==> src/rtl/compress_pkg.sv <==
// compress_pkg: shared constants, d_sel encoding and FSM states for the polynomial compress encoder
package compress_pkg;
  localparam int KYBER_Q = 3329;
  localparam int KYBER_N = 256;
  localparam int COEF_W = 12;
  localparam int DSEL_W = 3;
  localparam int DMAX = 11;
  localparam int ACC_W = 18;
  localparam int FILL_W = 5;
  localparam int CNT_W = 9;
  typedef enum logic [DSEL_W-1:0] {DSEL_D1 = 3'd0, DSEL_D4 = 3'd1, DSEL_D5 = 3'd2, DSEL_D10 = 3'd3, DSEL_D11 = 3'd4} dsel_e;
  typedef enum logic [1:0] {S_IDLE, S_RUN, S_DRAIN} state_e;
  function automatic logic d_ok(logic [DSEL_W-1:0] s);
    return s <= DSEL_D11;
  endfunction
  function automatic logic [FILL_W-1:0] d_width(logic [DSEL_W-1:0] s);
    return s == DSEL_D1 ? 5'd1 : s == DSEL_D4 ? 5'd4 : s == DSEL_D5 ? 5'd5 : s == DSEL_D10 ? 5'd10 : 5'd11;
  endfunction
endpackage

==> src/rtl/compress.sv <==
// compress: o_y = round(2^D * i_x / q) mod 2^D, purely combinational
// Ports: i_x (12-bit coefficient), o_y (D-bit compressed value)
module compress
  import compress_pkg::*;
#(
  parameter int D = 1
) (
  input  logic [COEF_W-1:0] i_x,
  output logic [D-1:0]      o_y
);
  localparam int W = COEF_W + D + 2;
  logic [W-1:0] w_num;
  // q is odd, so floor((2^(D+1)*x + q) / 2q) rounds to nearest with no ties
  assign w_num = W'({i_x, {(D + 1){1'b0}}}) + W'(KYBER_Q);
  assign o_y = D'(w_num / W'(2 * KYBER_Q));
endmodule

==> src/rtl/poly_compress_encoder.sv <==
// poly_compress_encoder: compresses 256 coefficients at D in {1,4,5,10,11} and packs them LSB-first into bytes
// Ports: clk, rst_n (sync active-low); start/d_sel begin a polynomial; coef_valid/coef_ready/coef input stream;
//        byte_valid/byte_ready/byte_data output stream; busy, done (1-cycle pulse), range_err (sticky).
// Option: POLY_COMPRESS_RANGE_CHK_EN enables range_err for accepted coef >= q; otherwise range_err is 0.
module poly_compress_encoder
  import compress_pkg::*;
(
  input  logic              clk,
  input  logic              rst_n,
  input  logic              start,
  input  logic [DSEL_W-1:0] d_sel,
  input  logic              coef_valid,
  output logic              coef_ready,
  input  logic [COEF_W-1:0] coef,
  output logic              byte_valid,
  input  logic              byte_ready,
  output logic [7:0]        byte_data,
  output logic              busy,
  output logic              done,
  output logic              range_err
);
  state_e r_state, w_state_nxt;
  logic [DSEL_W-1:0] r_d_sel;
  logic [FILL_W-1:0] r_d, r_fill, w_fill_nxt;
  logic [ACC_W-1:0] r_acc, w_acc_nxt;
  logic [CNT_W-1:0] r_cnt, w_cnt_nxt;
  logic r_coef_ready, r_byte_valid, r_busy, r_done;
  logic w_start, w_take, w_emit;
  logic [0:0] w_y1;
  logic [3:0] w_y4;
  logic [4:0] w_y5;
  logic [9:0] w_y10;
  logic [10:0] w_y11;
  logic [DMAX-1:0] w_res;
  compress #(.D(1)) u_c1 (.i_x(coef), .o_y(w_y1));
  compress #(.D(4)) u_c4 (.i_x(coef), .o_y(w_y4));
  compress #(.D(5)) u_c5 (.i_x(coef), .o_y(w_y5));
  compress #(.D(10)) u_c10 (.i_x(coef), .o_y(w_y10));
  compress #(.D(11)) u_c11 (.i_x(coef), .o_y(w_y11));
  always_comb begin
    w_res = r_d_sel == DSEL_D1 ? DMAX'(w_y1) : r_d_sel == DSEL_D4 ? DMAX'(w_y4) :
            r_d_sel == DSEL_D5 ? DMAX'(w_y5) : r_d_sel == DSEL_D10 ? DMAX'(w_y10) : w_y11;
    w_start = r_state == S_IDLE && start && d_ok(d_sel);
    // ready implies fill<8 and valid implies fill>=8, so take and emit never coincide
    w_take = coef_valid && r_coef_ready;
    w_emit = r_byte_valid && byte_ready;
    w_acc_nxt = w_start ? '0 : w_take ? r_acc | (ACC_W'(w_res) << r_fill) : w_emit ? r_acc >> 8 : r_acc;
    w_fill_nxt = w_start ? '0 : w_take ? r_fill + r_d : w_emit ? r_fill - 5'd8 : r_fill;
    w_cnt_nxt = w_start ? '0 : r_cnt + CNT_W'(w_take);
    w_state_nxt = r_state == S_IDLE ? (w_start ? S_RUN : S_IDLE) :
                  r_state == S_RUN ? (w_take && r_cnt == CNT_W'(KYBER_N - 1) ? S_DRAIN : S_RUN) :
                  (w_fill_nxt == '0 ? S_IDLE : S_DRAIN);
  end
  always_ff @(posedge clk) begin
    if (!rst_n) begin
      r_state <= S_IDLE;
      r_d_sel <= '0;
      r_d <= '0;
      r_fill <= '0;
      r_acc <= '0;
      r_cnt <= '0;
      r_coef_ready <= 1'b0;
      r_byte_valid <= 1'b0;
      r_busy <= 1'b0;
      r_done <= 1'b0;
    end else begin
      r_state <= w_state_nxt;
      r_fill <= w_fill_nxt;
      r_acc <= w_acc_nxt;
      r_cnt <= w_cnt_nxt;
      r_coef_ready <= w_state_nxt == S_RUN && w_fill_nxt < 5'd8 && !w_cnt_nxt[CNT_W-1];
      r_byte_valid <= w_fill_nxt >= 5'd8;
      r_busy <= w_state_nxt != S_IDLE;
      r_done <= r_state == S_DRAIN && w_state_nxt == S_IDLE;
      if (w_start) begin
        r_d_sel <= d_sel;
        r_d <= d_width(d_sel);
      end
    end
  end
`ifdef POLY_COMPRESS_RANGE_CHK_EN
  logic r_range_err;
  always_ff @(posedge clk) begin
    if (!rst_n) r_range_err <= 1'b0;
    else r_range_err <= w_start ? 1'b0 : r_range_err | (w_take && coef >= COEF_W'(KYBER_Q));
  end
  assign range_err = r_range_err;
`else
  assign range_err = 1'b0;
`endif
  assign coef_ready = r_coef_ready;
  assign byte_valid = r_byte_valid;
  assign byte_data = r_acc[7:0];
  assign busy = r_busy;
  assign done = r_done;
endmodule

==> config.mk <==
export PLATFORM = sky130hd
export DESIGN_NAME = poly_compress_encoder
export DESIGN_NICKNAME = d
export VERILOG_FILES = /design/src/rtl/compress_pkg.sv /design/src/rtl/compress.sv /design/src/rtl/poly_compress_encoder.sv
export SDC_FILE = /design/constraint.sdc
export NUM_CORES = 1
export LEC_CHECK = 0
export CORE_MARGIN = 1.5
export CORE_UTILIZATION = 60
export CTS_CLUSTER_DIAMETER = 80
export CTS_CLUSTER_SIZE = 30
export DETAILED_ROUTE_END_ITERATION = 7
export PLACE_DENSITY = 0.87
export SYNTH_ARGS = -nofsm -noshare
export SYNTH_HDL_FRONTEND = slang
export SYNTH_SLANG_ARGS = --single-unit
==> constraint.sdc <==
create_clock -name clk -period 27.4 [get_ports clk]
set_input_delay 6.85 -clock clk [delete_from_list [all_inputs] [get_ports clk]]
set_output_delay 6.85 -clock clk [all_outputs]
set_load 0.005 [all_outputs]
==> results of run 1 <==
routing by layer:
metal / GRT usage / vias up
met5: 0 / -
met4: 0.143 / 0
met3: 0.0502 / 176
met2: 0.593 / 1053
met1: 0.461 / 9227
li1: - / 9391
cells by family after synthesis:
logic type / count (synthesis) / share of synthesized area
flops: 44 / 0.0518
xor+xnor: 210 / 0.112
buf+inv: 202 / 0.0534
simple gates: 1076 / 0.319
compound gates: 854 / 0.370
other cells: 1 / 0.000221
fa+ha+maj: 56 / 0.0415
mux: 83 / 0.0517
tightest hold or removal path, delay by kind of cell, from the launching register on:
kind | cells | cell delay [ns]
compound gates | 1 | 0.05
flops | 1 | 0.31
simple gates | 1 | 0.05
layout make-up:
type | count | area [um^2] | area share
flip-flops and latches | 44 | 881 | 0.0505
repair buffers | 47 | 428 | 0.0245
clock buffers | 5 | 125 | 0.00717
inverters | 85 | 322 | 0.0184
multi-input cells | 2280 | 15200 | 0.872
well taps | 378 | 473 | 0.0271
power groups by stage:
stage          logic [mW]  registers (mW)  clock network (mW)
2_1_floorplan        1.73          0.0701                   0
3_3_place_gp         2.02          0.0730                   0
3_5_place_dp         2.08          0.0730                   0
4_1_cts              2.09          0.0717              0.0541
5_1_grt              2.33          0.0723              0.0567
6_report             2.14          0.0719              0.0540
through the flow:
step / setup WS [ns] / hold WS, ns / util / instances
after floorplan: 5.40 / 0.432 / - / 2526
after CTS: 1.62 / 0.459 / 0.626 / 2838
after detailed placement: 1.35 / 0.454 / 0.621 / 2833
final: 1.39 / 0.457 / 0.626 / 2839
after global placement: 2.24 / 0.444 / 0.621 / 2833
after global routing: -0.00693 / 0.465 / 0.626 / 2839
worst paths after layout:
check        startpoint   endpoint  slack (ns)  cells past startpoint
max             coef[6]  r_acc[17]        1.39                     73
min            r_acc[8]   r_acc[0]        0.46                      2
max reg2reg  r_d_sel[0]  r_acc[17]       23.86                     10
min reg2reg    r_acc[8]   r_acc[0]        0.46                      2
registers in the layout, summed over array words and instances (netlist names), 2 cells and up:
name / cells
r_acc: 18
r_cnt: 9
r_d: 3
r_d_sel: 3
r_fill: 5
r_state: 2
what timing repair did:
item | 4_1_cts | 5_1_grt
resized for setup | 0 | 1
endpoints found under the setup margin | 0 | 9
hold endpoints to repair | 0 | 0
placed cells by master, fill, tap and decap left out, types with 44 or more instances in the layout:
cell      count
a21oi_1     165
nand2_1     279
nor3_1       94
xnor2_1     137
o211ai_1     49
mux2i_1      57
o21ai_0     133
inv_1        65
nand3_1      99
dfxtp_1      44
xor2_1       65
nor2_1      260
ha_1         54
==> impl_metrics.py, run 1 <==
metrics = {
    "run": {
        "max_cap_violations": 0,
    },
    "pwr": {
        "p_comb_frac": 0.945,
        "seqPwrFrac": 0.032,
        "peakVddDrop_v": 0.000126,
        "power_frac_clock": 0.024,
        "power_mw": 2.27,
        "p_int_mw": 0.888,
        "powerDensity_nw_per_um2": 130,
        "p_sw_mw": 1.38,
        "p_leak_nw": 6.12,
        "swShare": 0.609,
    },
    "routing": {
        "drt_iter0_markers": 2288,
        "route.met3.wl_mm": 4.40,
        "wl_mm": 53.8,
        "post-route-drc-count": 0,
        "wl_met2_mm": 24.6,
        "wl_met1_mm": 22.8,
        "vias": 19800,
        "highest_layer": "met4",
        "drtAntennaViolNets": 0,
        "wl_per_cell_um": 19.0,
        "drtPass1Iterations": 6,
        "vias_per_cell": 6.99,
    },
    "cells_and_area": {
        "n_fill_cell": 2526,
        "design_area_um2": 17500,
        "areaGrowthSynthToFinish_pct": 2.65,
        "nNetsFinal": 2538,
        "diodes": 0,
        "layout-drive-gt1-share": 0.0853,
    },
    "critical_path": {
        "crit_required_ns": 27.54,
        "cp-end-kind": "flop",
        "slowest_delay_ns": 0.93,
        "cp_num_buf_inv": 7,
        "path_class": "in2reg",
        "slowest_stage": "clkdlybuf4s50_1",
        "worstPathMaxFanout": 22,
        "startpoint_type": "primary input",
        "cpMostUsedCell": "ha_1",
        "arrival_ns": 26.15,
        "critical_path.top_delay_family": "simple AND/OR/NAND/NOR gates",
    },
    "sta": {
        "hold_viol": 0,
        "finalSetupTns_ns": 0,
        "fin_crit_sh": 0.949,
        "final.min_clock_period_ns": 26.01,
        "finalClockSkew_ns": 0.00561,
        "slew_headroom": 0.332,
        "setup_violations": 0,
        "max_freq_ghz": 0.0384,
        "worst_slew_pin_slew_ns": 1.00,
        "slew_viol_final": 0,
    },
    "yosys": {
        "syn_inst": 2526,
        "synth_top_area_cell": "xnor2_1",
        "synth_seq_area_share": 0.0518,
        "ys_types": 149,
        "synthTopCellsByCount": "279 x nand2_1, 260 x nor2_1, 165 x a21oi_1, 137 x xnor2_1, 133 x o21ai_0",
        "synth_edf_count": 0,
        "ys_ff_latch": 44,
        "synth_flop_cell": "dfxtp_1",
        "synth_area_leaders": "xnor2_1 7.1%, nand2_1 6.2%, nor2_1 5.7%",
        "yosys.area.top_type_share": 0.0706,
        "syn_nets": 2601,
        "synthMostInstantiatedCell": "nand2_1",
        "synth-async-reset-ratio": 0,
        "postSynthAreaPerCell_um2": 6.73,
        "syn_area_um2": 17000,
        "synth_warnings": 0,
    },
    "clocking": {
        "cts_setup_buffers": 0,
        "clk_pin_slew_ns": 0.06,
        "cts-hold-fix-buffers": 0,
        "numCtsBuffers": 5,
        "clk_latency_ns": 0.28,
        "cts_root_buffer": "clkbuf_16",
        "clkSinkCount": 44,
        "clock_path_buffers": 2,
        "htreeDepth": 2,
        "cts_tree": "done",
    },
    "run_status": {
        "status": "finished clean",
    },
    "floorplanning": {
        "ioPinCount": 33,
        "die-height_um": 171,
        "rows": 61,
        "core-area_um2": 27900,
        "dieArea_um2": 29400,
        "initial_core_util": 0.610,
        "die_x_um": 171,
    },
    "global_route": {
        "grt_max_degree": 42,
        "overflow": 0,
        "antenna_found_initial": 0,
        "track_usage": 0.356,
        "grt_pass1_vias": 18000,
        "grt_first_pass_wirelength_mm": 87.9,
    },
    "placement": {
        "hpwl_mm": 42.3,
        "place_area_um2": 17300,
        "place_congestion": 0.999,
        "numPortBuffers": 31,
    },
    "worst_hold_path": {
        "hp-class": "reg2reg",
    },
}
Note: power is estimated with default switching activity, not from simulation.
==> run 2: changes to the inputs <==
Settings changed: PLACE_DENSITY 0.87 to 0.77.
==> impl_metrics.py, run 2 (synthesized netlist as in run 1, its figures left out) <==
metrics = {
    "clocking": {
        "cts_tree": "done",
        "clk_pin_slew_ns": 0.06,
        "cts_root_buffer": "clkbuf_16",
        "cts_setup_buffers": 0,
        "clkSinkCount": 44,
        "clk_latency_ns": 0.29,
        "numCtsBuffers": 5,
        "htreeDepth": 2,
        "clock_path_buffers": 2,
    },
    "global_route": {
        "track_usage": 0.363,
        "grt_max_degree": 30,
        "grt.met1_usage": 0.501,
        "antenna_found_initial": 2,
        "grtUsageMet3": 0.0410,
        "grt_pass1_vias": 17500,
        "grt_first_pass_wirelength_mm": 88.9,
        "overflow": 0,
        "use_met2": 0.598,
        "busiest_layer": "met2",
    },
    "routing": {
        "wl_mm": 54.4,
        "drt_iter0_markers": 2304,
        "drtAntennaViolNets": 0,
        "wl_per_cell_um": 19.1,
        "vias_per_cell": 6.90,
        "drtPass1Iterations": 8,
        "vias": 19600,
        "post-route-drc-count": 0,
    },
    "floorplanning": {
        "ioPinCount": 33,
        "dieArea_um2": 29400,
        "core-area_um2": 27900,
        "die-height_um": 171,
        "die_x_um": 171,
        "rows": 61,
        "initial_core_util": 0.610,
    },
    "sta": {
        "setup_violations": 0,
        "final.min_clock_period_ns": 26.03,
        "hold_viol": 0,
        "fin_crit_sh": 0.950,
        "worst_slew_pin_slew_ns": 1.13,
        "finalSetupTns_ns": 0,
        "max_freq_ghz": 0.0384,
        "setup_slack_ns": 1.37,
        "slew_viol_final": 0,
        "slew_headroom": 0.225,
        "rsz0062_at_grt": "no",
        "finalClockSkew_ns": 0.00746,
    },
    "cells_and_area": {
        "multi_input_area_um2": 15200,
        "design_area_um2": 17500,
        "top_register": "r_acc",
        "diodes": 0,
        "reg.largest.list": "r_acc: 18 flops, r_cnt: 9 flops, r_fill: 5 flops",
        "regArea_um2": 881,
        "largest_reg_flops": 18,
        "areaGrowthSynthToFinish_pct": 2.94,
        "n_fill_cell": 2644,
        "layout_commonest_cell": "nand2_1",
        "nNetsFinal": 2536,
        "mostFrequentLayoutCells": "279 x nand2_1, 259 x nor2_1, 165 x a21oi_1, 137 x xnor2_1, 133 x o21ai_0",
        "layout-drive-gt1-share": 0.0861,
    },
    "critical_path": {
        "arrival_ns": 26.18,
        "cpMostUsedCell": "ha_1",
        "slowest_delay_ns": 1.06,
        "path_class": "in2reg",
        "startpoint_type": "primary input",
        "slowest_stage": "clkdlybuf4s50_1",
        "worstPathMaxFanout": 22,
        "r2r_cells": 9,
        "crit_required_ns": 27.55,
        "cp-end-kind": "flop",
    },
    "run": {
        "max_cap_violations": 0,
    },
    "pwr": {
        "powerDensity_nw_per_um2": 132,
        "p_sw_mw": 1.40,
        "p_leak_nw": 6.14,
        "swShare": 0.609,
        "p_int_mw": 0.903,
        "power_frac_clock": 0.031,
        "peakVddDrop_v": 0.000134,
        "p_comb_frac": 0.937,
        "seqPwrFrac": 0.031,
    },
    "placement": {
        "place_ws_ns": 1.27,
        "numPortBuffers": 31,
        "place_area_um2": 17300,
        "place_congestion": 0.998,
        "hpwl_mm": 42.9,
    },
    "worst_hold_path": {
        "hp-class": "reg2reg",
        "hold_depth": 2,
    },
    "run_status": {
        "status": "finished clean",
    },
}
==> run 2: worst paths after layout <==
| check | start | to | slack, ns |
|---|---|---|---|
| max | coef[6] | r_acc[17] | 1.37 |
| min | r_acc[11] | r_acc[11] | 0.46 |
| max reg2reg | r_d_sel[1] | r_acc[4] | 24.04 |
| min reg2reg | r_acc[11] | r_acc[11] | 0.46 |
==> run 2: layer usage <==
layer,part of all wire,wire length (um)
met3,0.076,4140
met4,0.025,1340
met5,0.00048,26
met1,0.45,24600
met2,0.45,24300
==> run 2: area by class of cell <==
type	count	area share
clock buffers	7	0.00872
clock inverters	1	0.00172
inverters	85	0.0184
multi-input cells	2280	0.870
flip-flops and latches	44	0.0503
well taps	378	0.0270
repair buffers	45	0.0239
==> run 2: per-stage QoR <==
stage	total power [mW]	utilization	hold WS (ns)	instances
final	2.31	0.628	0.456	2840
after detailed placement	2.17	0.621	0.447	2832
after CTS	2.25	0.628	0.456	2840
after global routing	2.49	0.628	0.485	2840
after global placement	2.14	0.621	0.442	2832
after floorplan	1.80	-	0.432	2526
==> run 2: worst max-delay path: cells and delay by family <==
kind                     cells  cell delay [ns]
adder cells (fa/ha/maj)      9             2.78
AO/OA/AOI/OAI               23             6.04
multiplexers                 3             0.53
buffers and inverters        7             2.43
AND/OR/NAND/NOR             31             7.49
==> run 2: repair_timing <==
action                     CTS  global route
gates resized for setup      0             3
hold buffers                 0             0
setup endpoints to repair    0            17
==> run 2: power by group through the flow <==
| stage | clock network, mW | registers [mW] | logic, mW |
|---|---|---|---|
| final | 0.0723 | 0.0722 | 2.16 |
| after floorplan | 0 | 0.0701 | 1.73 |
| after CTS | 0.0729 | 0.0720 | 2.11 |
| after global routing | 0.0754 | 0.0726 | 2.34 |
| after global placement | 0 | 0.0732 | 2.06 |
| after detailed placement | 0 | 0.0734 | 2.09 |
